`config.mk`:
```
export PLATFORM = sky130hd
export DESIGN_NAME = fetch_stage
export DESIGN_NICKNAME = d
export VERILOG_FILES = /design/src/rtl/common.sv /design/src/rtl/fetch_fifo.sv /design/src/rtl/fetch_stage.sv
export SDC_FILE = /design/constraint.sdc
export NUM_CORES = 1
export LEC_CHECK = 0
export ABC_AREA = 1
export CAP_MARGIN = 5
export CORE_AREA = 2 2 208 210
export CTS_CLUSTER_DIAMETER = 40
export DETAILED_ROUTE_END_ITERATION = 12
export DIE_AREA = 0 0 210 212
export SYNTH_ARGS = -nofsm -noshare
export SYNTH_HDL_FRONTEND = slang
export SYNTH_HIERARCHICAL = 1
export SYNTH_SLANG_ARGS = --single-unit
```
`constraint.sdc`:
```
create_clock -name clk -period 8.94 [get_ports clk]
set_input_delay 1.788 -clock clk [delete_from_list [all_inputs] [get_ports clk]]
set_output_delay 1.788 -clock clk [all_outputs]
set_load 0.1 [all_outputs]
```
`src/rtl/common.sv`:
```
// common: constants and types shared by the fetch stage and its prefetch buffer.
package common;
   localparam logic [31:0] NOP_INSTR = 32'h0000_0013;
   typedef logic [31:0] instruction_type;
   typedef struct packed {
      logic [31:0] pc;
      logic [31:0] instr;
   } fetch_entry_t;
endpackage

```
`src/rtl/fetch_fifo.sv`:
```
// fetch_fifo: prefetch buffer of {pc, word} entries with flush and occupancy count.
module fetch_fifo
   import common::*;
#(
   parameter int DEPTH = 2
) (
   input  logic                    clk,
   input  logic                    reset,
   input  logic                    push,
   input  logic                    pop,
   input  logic                    flush,
   input  fetch_entry_t            din,
   output fetch_entry_t            dout,
   output logic [$clog2(DEPTH):0]  count
);
   localparam int AW = $clog2(DEPTH);
   localparam int CW = AW + 1;
   fetch_entry_t mem [DEPTH];
   logic [AW-1:0] rd_ptr, wr_ptr;
   logic full, do_push, do_pop;
   assign full = count == CW'(DEPTH);
   assign do_pop = pop && count != '0;
   assign do_push = push && (!full || do_pop);
   assign dout = mem[rd_ptr];
   always_ff @(posedge clk or posedge reset)
      if (reset) begin
         rd_ptr <= '0;
         wr_ptr <= '0;
         count <= '0;
      end else if (flush) begin
         rd_ptr <= '0;
         wr_ptr <= '0;
         count <= '0;
      end else begin
         if (do_push) wr_ptr <= wr_ptr + AW'(1);
         if (do_pop) rd_ptr <= rd_ptr + AW'(1);
         count <= count + CW'(do_push) - CW'(do_pop);
      end
   always_ff @(posedge clk)
      if (do_push && !flush) mem[wr_ptr] <= din;
   // Credit upstream must make this impossible; a hit means the credit logic is broken.
   always_ff @(posedge clk)
      if (!reset && !flush) assert (!(push && full && !pop));
endmodule

```
`src/rtl/fetch_stage.sv`:
```
// fetch_stage: owns the PC, issues in-order word fetches and feeds decode one registered
// instruction per cycle, discarding responses that belong to a redirected path.
module fetch_stage
   import common::*;
#(
   parameter logic [31:0] RESET_PC   = 32'h0000_0000,
   parameter int          FIFO_DEPTH = 2
) (
   input  logic            clk,
   input  logic            reset,
   output logic            imem_req_valid,
   input  logic            imem_req_ready,
   output logic [31:0]     imem_req_addr,
   input  logic            imem_rsp_valid,
   input  logic [31:0]     imem_rsp_data,
   input  logic            redirect_valid,
   input  logic [31:0]     redirect_pc,
   input  logic            stall,
   output instruction_type instruction,
   output logic [31:0]     pc_out,
   output logic            instr_valid,
   output logic            fetch_misaligned
);
   localparam int CW = $clog2(FIFO_DEPTH) + 1;
   logic [31:0] fetch_pc, rsp_pc, target;
   logic [CW-1:0] in_flight, drop_cnt, fifo_count;
   logic req_fire, rsp_old, rsp_live, fifo_empty, bypass, push, pop;
   fetch_entry_t head, rsp_entry;
   assign target = {redirect_pc[31:2], 2'b00};
   assign imem_req_valid = ({1'b0, in_flight} + {1'b0, fifo_count} < (CW+1)'(FIFO_DEPTH))
                           && !redirect_valid && !reset;
   assign imem_req_addr = fetch_pc;
   assign req_fire = imem_req_valid && imem_req_ready;
   assign rsp_old = imem_rsp_valid && drop_cnt != '0;
   assign rsp_live = imem_rsp_valid && drop_cnt == '0 && !redirect_valid;
   assign fifo_empty = fifo_count == '0;
   assign bypass = rsp_live && fifo_empty && !stall;
   assign push = rsp_live && !bypass;
   assign pop = !fifo_empty && !stall && !redirect_valid;
   assign rsp_entry = {rsp_pc, imem_rsp_data};
   fetch_fifo #(.DEPTH(FIFO_DEPTH)) u_fifo (
      .clk   (clk),
      .reset (reset),
      .push  (push),
      .pop   (pop),
      .flush (redirect_valid),
      .din   (rsp_entry),
      .dout  (head),
      .count (fifo_count)
   );
   // A response arriving during a redirect is already one of the outstanding ones being dropped.
   always_ff @(posedge clk or posedge reset)
      if (reset) begin
         fetch_pc <= RESET_PC;
         rsp_pc <= RESET_PC;
         in_flight <= '0;
         drop_cnt <= '0;
      end else if (redirect_valid) begin
         fetch_pc <= target;
         rsp_pc <= target;
         in_flight <= '0;
         drop_cnt <= in_flight + drop_cnt - CW'(imem_rsp_valid);
      end else begin
         if (req_fire) fetch_pc <= fetch_pc + 32'd4;
         if (rsp_live) rsp_pc <= rsp_pc + 32'd4;
         in_flight <= in_flight + CW'(req_fire) - CW'(imem_rsp_valid && drop_cnt == '0);
         drop_cnt <= drop_cnt - CW'(rsp_old);
      end
   always_ff @(posedge clk or posedge reset)
      if (reset) begin
         instruction <= NOP_INSTR;
         pc_out <= RESET_PC;
         instr_valid <= 1'b0;
         fetch_misaligned <= 1'b0;
      end else begin
         fetch_misaligned <= redirect_valid && redirect_pc[1:0] != 2'b00;
         if (redirect_valid) begin
            instruction <= NOP_INSTR;
            instr_valid <= 1'b0;
         end else if (!stall) begin
            instruction <= pop ? head.instr : bypass ? imem_rsp_data : NOP_INSTR;
            pc_out <= pop ? head.pc : bypass ? rsp_pc : pc_out;
            instr_valid <= pop || bypass;
         end
      end
endmodule
```
==> metrics.txt, run 1 <==
Post-synth top cells=nand2_1 (593), dfrtp_1 (131), edfxtp_1 (128); Critical path origin=redirect_valid; GRT Overall Usage=roughly 16%; Worst Hold Launch=instruction[0]; # port buffers=166; initial antenna violation count=0; Crit path max-delay family=buffers and inverters; top routing layer used=met4; mapped cell area=0.0125 sq mm; Switching Share=40.8%; Post-Syn Instances=~1,400; most frequent cell after synthesis=nand2_1; synth top area cells=edfxtp_1 (31%), dfrtp_1 (26%), nand2_1 (18%), nor2_1 (3.6%), inv_1 (3.3%); antenna cells=0; clock latency on the worst-skew pair=between 500 and 600 ps; CP peak stage delay=about 1200 ps; Final Critical Period=6000 ps; Max-slew headroom=26.8%; Post-synth EDFFs=128; H-tree levels=2; clock-pin slew on the worst setup and hold paths=60 ps; status=complete, no violations; CP max stage cell=clkdlybuf4s50_1; largest net degree at the start of global routing=77; Worst EP arrival=around 4200 ps; Bufs on Longest Clock Path=3; DP Worst Slack=2920 ps; Num CTS Buffers=37; clock sinks=262; Cells after DPL=2,107; area delta synth->final=27.3%; worst hold margin=a little over 500 ps; die area=0.0445 sq mm; Rows=76; Max-Cap Viols=0; crit start category=primary input; Fmax achieved=167 MHz; initial DRC count=660; first-pass iteration count of the detailed router=7; switching pwr=1920 uW; Initial Util=29.4%; vias=10,200; Final Skew=17.5 ps; M1 WL=16,700 um; Netlist cell types=42; final worst slack=a little under 3000 ps; post-CTS setup buffers=0; crit end category=primary output; clock group share of total power=32.1%; # resized after CTS=0; layout cells sized above 1=6.63%; setup_tns=0 ps; Die Ht=about 210 um; Final ANT Viol Nets=0; dpl hpwl=around 23,000 um; critical path fanouts, max=42; unrepaired setup endpoints after global routing=no; Worst EP required=between 7000 and 8000 ps; DRC=0; PwrDens=295 mW/mm^2; Wirelength per Cell=approximately 16 um; vias in the first global route=~10,000; register area share after synthesis=57.6%; Root Buffer Master=clkbuf_16; drt via density=4.69; Lkg Pwr=0.00685 uW; final net count=1,680; Worst Tran Pin Value=1090 ps; WL final=35,200 um; min-delay worst type=reg -> reg; synthesized area per cell=8.72 sq um; Yosys top cell by area=edfxtp_1; first-pass GRT wire length=55,900 um; CTS tree=yes; Setup violations, final=0; CTS Hold Buffers Added=0; Final period util=67.1%; Critical R2R Launch=u_fifo/count[0]; non-filler instance count after layout=around 2,200; fillers=~4,200; final hold viol count=0; fin. max-slew vios=0; Die W=210 um; crit path kind=in -> out; Met2 Wirelength=15,500 um; CP dominant cell by count=clkdlybuf4s50_1; GP Congestion=~0.84; Cell Chain, Critical Path=clkdlybuf4s50_1 > buf_4 > nor4_1 > clkdlybuf4s50_1; worst vdd ir=~0.00014 V; I/O pin count=169; grt ovf=0; Synth async-reset ratio=51.1%; synth warn=6; part of the power in registers=34.5%; commonest register cell after synthesis=dfrtp_1; Comb pwr share=33.4%; Yosys top cell area share=30.8%; Cell Int Power=2780 uW; metal3 WL=roughly 2200 um; Yosys reg bits=around 260; crit path buf inv count=3; Core Area=0.0425 sq mm
## worst paths after layout
path | slack (ps) | to | depth (start not counted)
max | 2940 | imem_req_valid | 4
min reg2reg | 510 | instruction[0] | 2
max reg2reg | 5720 | imem_req_addr[10] | 10
min in group asynchronous | 1640 | u_fifo/count[0] | 2
min | 510 | instruction[0] | 2
max in group asynchronous | 5780 | instruction[23] | 3
## kinds of logic (layout without fill, tap and decap cells)
family                     count (synthesis)  count (layout)  share of synthesized area (%)
other                                      1               6                         0.0300
and+or+nand+nor                          829             829                           26.6
xor gates and xnor gates                  24              24                           1.68
buffers and inverters                    175             365                           6.25
AOI/OAI and AO/OA                        133             133                           6.73
DFF                                      262             262                           57.6
adders and majority gates                 10              10                           1.06
## cell type report
type                    count  area [sq um]  area share (%)
clock buffers              45          1020            6.40
well taps                 546           683            4.29
inverters                 121           462            2.90
clock inverters            23           269            1.69
multi-input cells        1002          4550            28.6
flip-flops and latches    262          7200            45.2
repair buffers            176          1740            10.9
## layout by cell type (no fill, tap or decap), types with 3 or more instances in the layout
cell,instances
clkbuf_16,39
clkinv_4,3
a31oi_1,33
dfrtp_1,130
xor2_1,18
o21bai_1,8
clkinv_1,5
nor2_1,117
o21ai_0,41
nand4_1,7
xnor2_1,6
a22oi_1,29
clkdlybuf4s50_1,166
clkinv_2,3
inv_6,3
dfstp_2,3
buf_4,10
conb_1,6
nand2_1,593
inv_2,10
nand3_1,83
nor2_4,5
inv_1,109
a21oi_1,8
nor3_1,3
o211ai_1,7
edfxtp_1,128
ha_1,9
clkinvlp_4,4
nand2_2,3
nor2_2,11
bufinv_16,5
clkbuf_1,4
## worst reg2reg max path, delay by kind of cell (launching register included)
| family | cells | cell delay, ps |
|---|---|---|
| and+or+nand+nor | 6 | 1580 |
| DFF | 1 | 450 |
| AOI/OAI and AO/OA | 1 | 140 |
| adders and majority gates | 1 | 450 |
| buffers and inverters | 2 | 440 |
## metrics by stage
stage	utilization (%)	cell area (sq um)	total power, uW
after CTS	37.4	15900	4750
after global routing	37.4	15900	4910
after floorplan	-	12500	2770
after detailed placement	34.4	14600	3220
after global placement	34.4	14600	3200
final	37.4	15900	4700
## registers in the layout, summed over array words and instances (netlist names)
register and count:
imem_req_addr 30, rsp_pc 30, instruction 32, drop_cnt 2, u_fifo/wr_ptr 1, pc_out 32, fetch_misaligned 1, u_fifo/rd_ptr 1
instr_valid 1, u_fifo/count 2, in_flight 2, u_fifo/mem 128
## layer usage
| layer | vias to the layer above | GRT usage (%) |
|---|---|---|
| met3 | 49 | 2.79 |
| met2 | 324 | 24.8 |
| met1 | 4845 | 22.9 |
| met5 | - | 0 |
| li1 | 4991 | - |
| met4 | 0 | 4.92 |
## power by group through the flow
stage	clock (uW)	combinational (uW)	sequential (uW)
global route	1590	1660	1650
global placement	0	1560	1640
detailed placement	0	1580	1640
floorplan	0	387	2380
finish	1510	1570	1620
CTS	1540	1580	1620
Power figures use the tool's default switching activity.
==> run 2: changes to the inputs <==
- clock period: 8.94 -> 5.25 ns (I/O delays scaled with it)
==> run 2 against run 1 <==
Flip-flop and latch count unchanged; via count increased by 0.92%; worst setup slack worse by 1500 ps; first-iteration DRC count grew 14%; largest power group is now the clock network.
==> metrics.txt, run 2 (synthesis gave the netlist of run 1 again) <==
status=complete, no violations (unchanged); # port buffers=166 (unchanged); Core Area=0.0425 sq mm (unchanged); Worst Tran Pin Value=1070 ps (was 1090 ps); DRC=0 (unchanged); setup_tns=0 ps (unchanged); Final Critical Period=3810 ps; # resized after CTS=0 (unchanged); antenna cells=0 (unchanged); clock latency on the worst-skew pair=530 ps (was 520 ps); largest net degree at the start of global routing=66 (was 77); layout cells sized above 1=7.74% (was 6.63%); PwrDens=520 mW/mm^2 (was 295 mW/mm^2); Lkg Pwr=0.00699 uW (was 0.00685 uW); Wirelength per Cell=16.1 um (was 16.2 um); initial antenna violation count=0 (unchanged); Top Registers=u_fifo/mem (128), instruction (32), pc_out (32) (unchanged); WL final=35,100 um (was 35,200 um); final net count=1,687 (was 1,680); CTS Hold Buffers Added=0 (unchanged); clock-pin slew on the worst setup and hold paths=50 ps (was 60 ps); post-CTS setup buffers=0 (unchanged); die area=0.0445 sq mm (unchanged); min-delay worst type=reg -> reg (unchanged); clock sinks=262 (unchanged); GP Congestion=0.853 (was 0.845); Num CTS Buffers=41 (was 37); unrepaired setup endpoints after global routing=no (unchanged); FF-to-FF path depth=10 (unchanged); I/O pin count=169 (unchanged); first-pass iteration count of the detailed router=7 (unchanged); max FFs per register=128 (unchanged); most frequent cells in the layout=nand2_1 (593), clkdlybuf4s50_1 (165), dfrtp_1 (130) (was nand2_1 (593), clkdlybuf4s50_1 (166), dfrtp_1 (130)); first-pass GRT wire length=55,200 um (was 55,900 um); CTS tree=yes (unchanged); largest register by flop count=u_fifo/mem (unchanged); fillers=4,216 (was 4,204); Initial Util=29.4% (unchanged); critical path fanouts, max=35 (was 42); worst vdd ir=0.000228 V (was 0.000138 V); crit path kind=in -> out (unchanged); Setup violations, final=0 (unchanged); Worst EP arrival=2760 ps (was 4210 ps); most common cell after layout, fill and taps aside=nand2_1 (unchanged); area delta synth->final=29.6% (was 27.3%); Bufs on Longest Clock Path=3 (unchanged); crit end category=primary output (unchanged); crit start category=primary input (unchanged); Cell Area, Placed=0.0147 sq mm (was 0.0146 sq mm); H-tree levels=2 (unchanged); footprint of the multi-input gates=0.00455 sq mm (about the same); Seq. cell area=0.00720 sq mm (unchanged); Max-Cap Viols=0 (unchanged); vias in the first global route=9,813 (was 9,969); hold depth=2 (unchanged); final hold viol count=0 (unchanged); Rows=76 (unchanged); drt via density=4.71 (was 4.69); Die Ht=212 um (unchanged); Fmax achieved=263 MHz; initial DRC count=750 (was 660); Final Skew=11.7 ps (was 17.5 ps); Worst EP required=4200 ps (was 7150 ps); Final Cell Area=0.0162 sq mm (was 0.0159 sq mm); vias=10,300 (was 10,200); Final period util=just over 70%; Max-slew headroom=28.2% (was 26.8%); grt ovf=0 (unchanged); Final ANT Viol Nets=0 (unchanged); Root Buffer Master=clkbuf_16 (unchanged); fin. max-slew vios=0 (unchanged); Die W=210 um (unchanged); dpl hpwl=23,700 um (was 23,000 um); GRT Overall Usage=15.8% (was 16.0%)
-- run 2: area by class of cell --
class | count | share of cell area [%]
clock buffers | 47 | 6.66
repair buffers | 179 | 11.0
well taps | 546 | 4.22
clock inverters | 29 | 2.68
inverters | 121 | 2.85
flip-flops and latches | 262 | 44.5
multi-input cells | 1002 | 28.1
-- run 2: report_power, final --
group	internal, uW	leakage [uW]	switching [uW]	total, uW
clock	1940	0.000735	1020	2970
sequential	2470	0.00281	303	2770
combinational	635	0.00344	2040	2670
-- run 2: final timing paths --
path / from / to / slack, ps
max in group asynchronous: reset / instruction[6] / 2440
max reg2reg: u_fifo/count[0] / imem_req_addr[10] / 2460
min in group asynchronous: reset / imem_req_addr[3] / 960
min: instruction[6] / instruction[6] / 510
max: redirect_valid / imem_req_valid / 1440
min reg2reg: instruction[6] / instruction[6] / 510
-- run 2: metrics by stage --
stage	setup WS [ps]	utilization [%]	std cells	power [uW]	hold WS [ps]
CTS	1430	38.1	2186	8490	513
finish	1440	38.1	2186	8410	505
detailed placement	1310	34.5	2110	5490	497
floorplan	134	-	1439	4720	485
global placement	1390	34.5	2110	5460	491
global route	1360	38.1	2186	8760	534
-- run 2: critical path: stages --
cell and delay [ps]:
clkdlybuf4s50_1 630, buf_4 370, nor4_2 350, buf_4 350
-- run 2: routing by layer --
metal	up-vias	part of all wire, %	track usage [%]
met2	377	45	24.6
met4	0	2.2	4.62
met1	4875	46	22.5
li1	4997	-	-
met3	54	7.1	2.87
met5	-	0	0
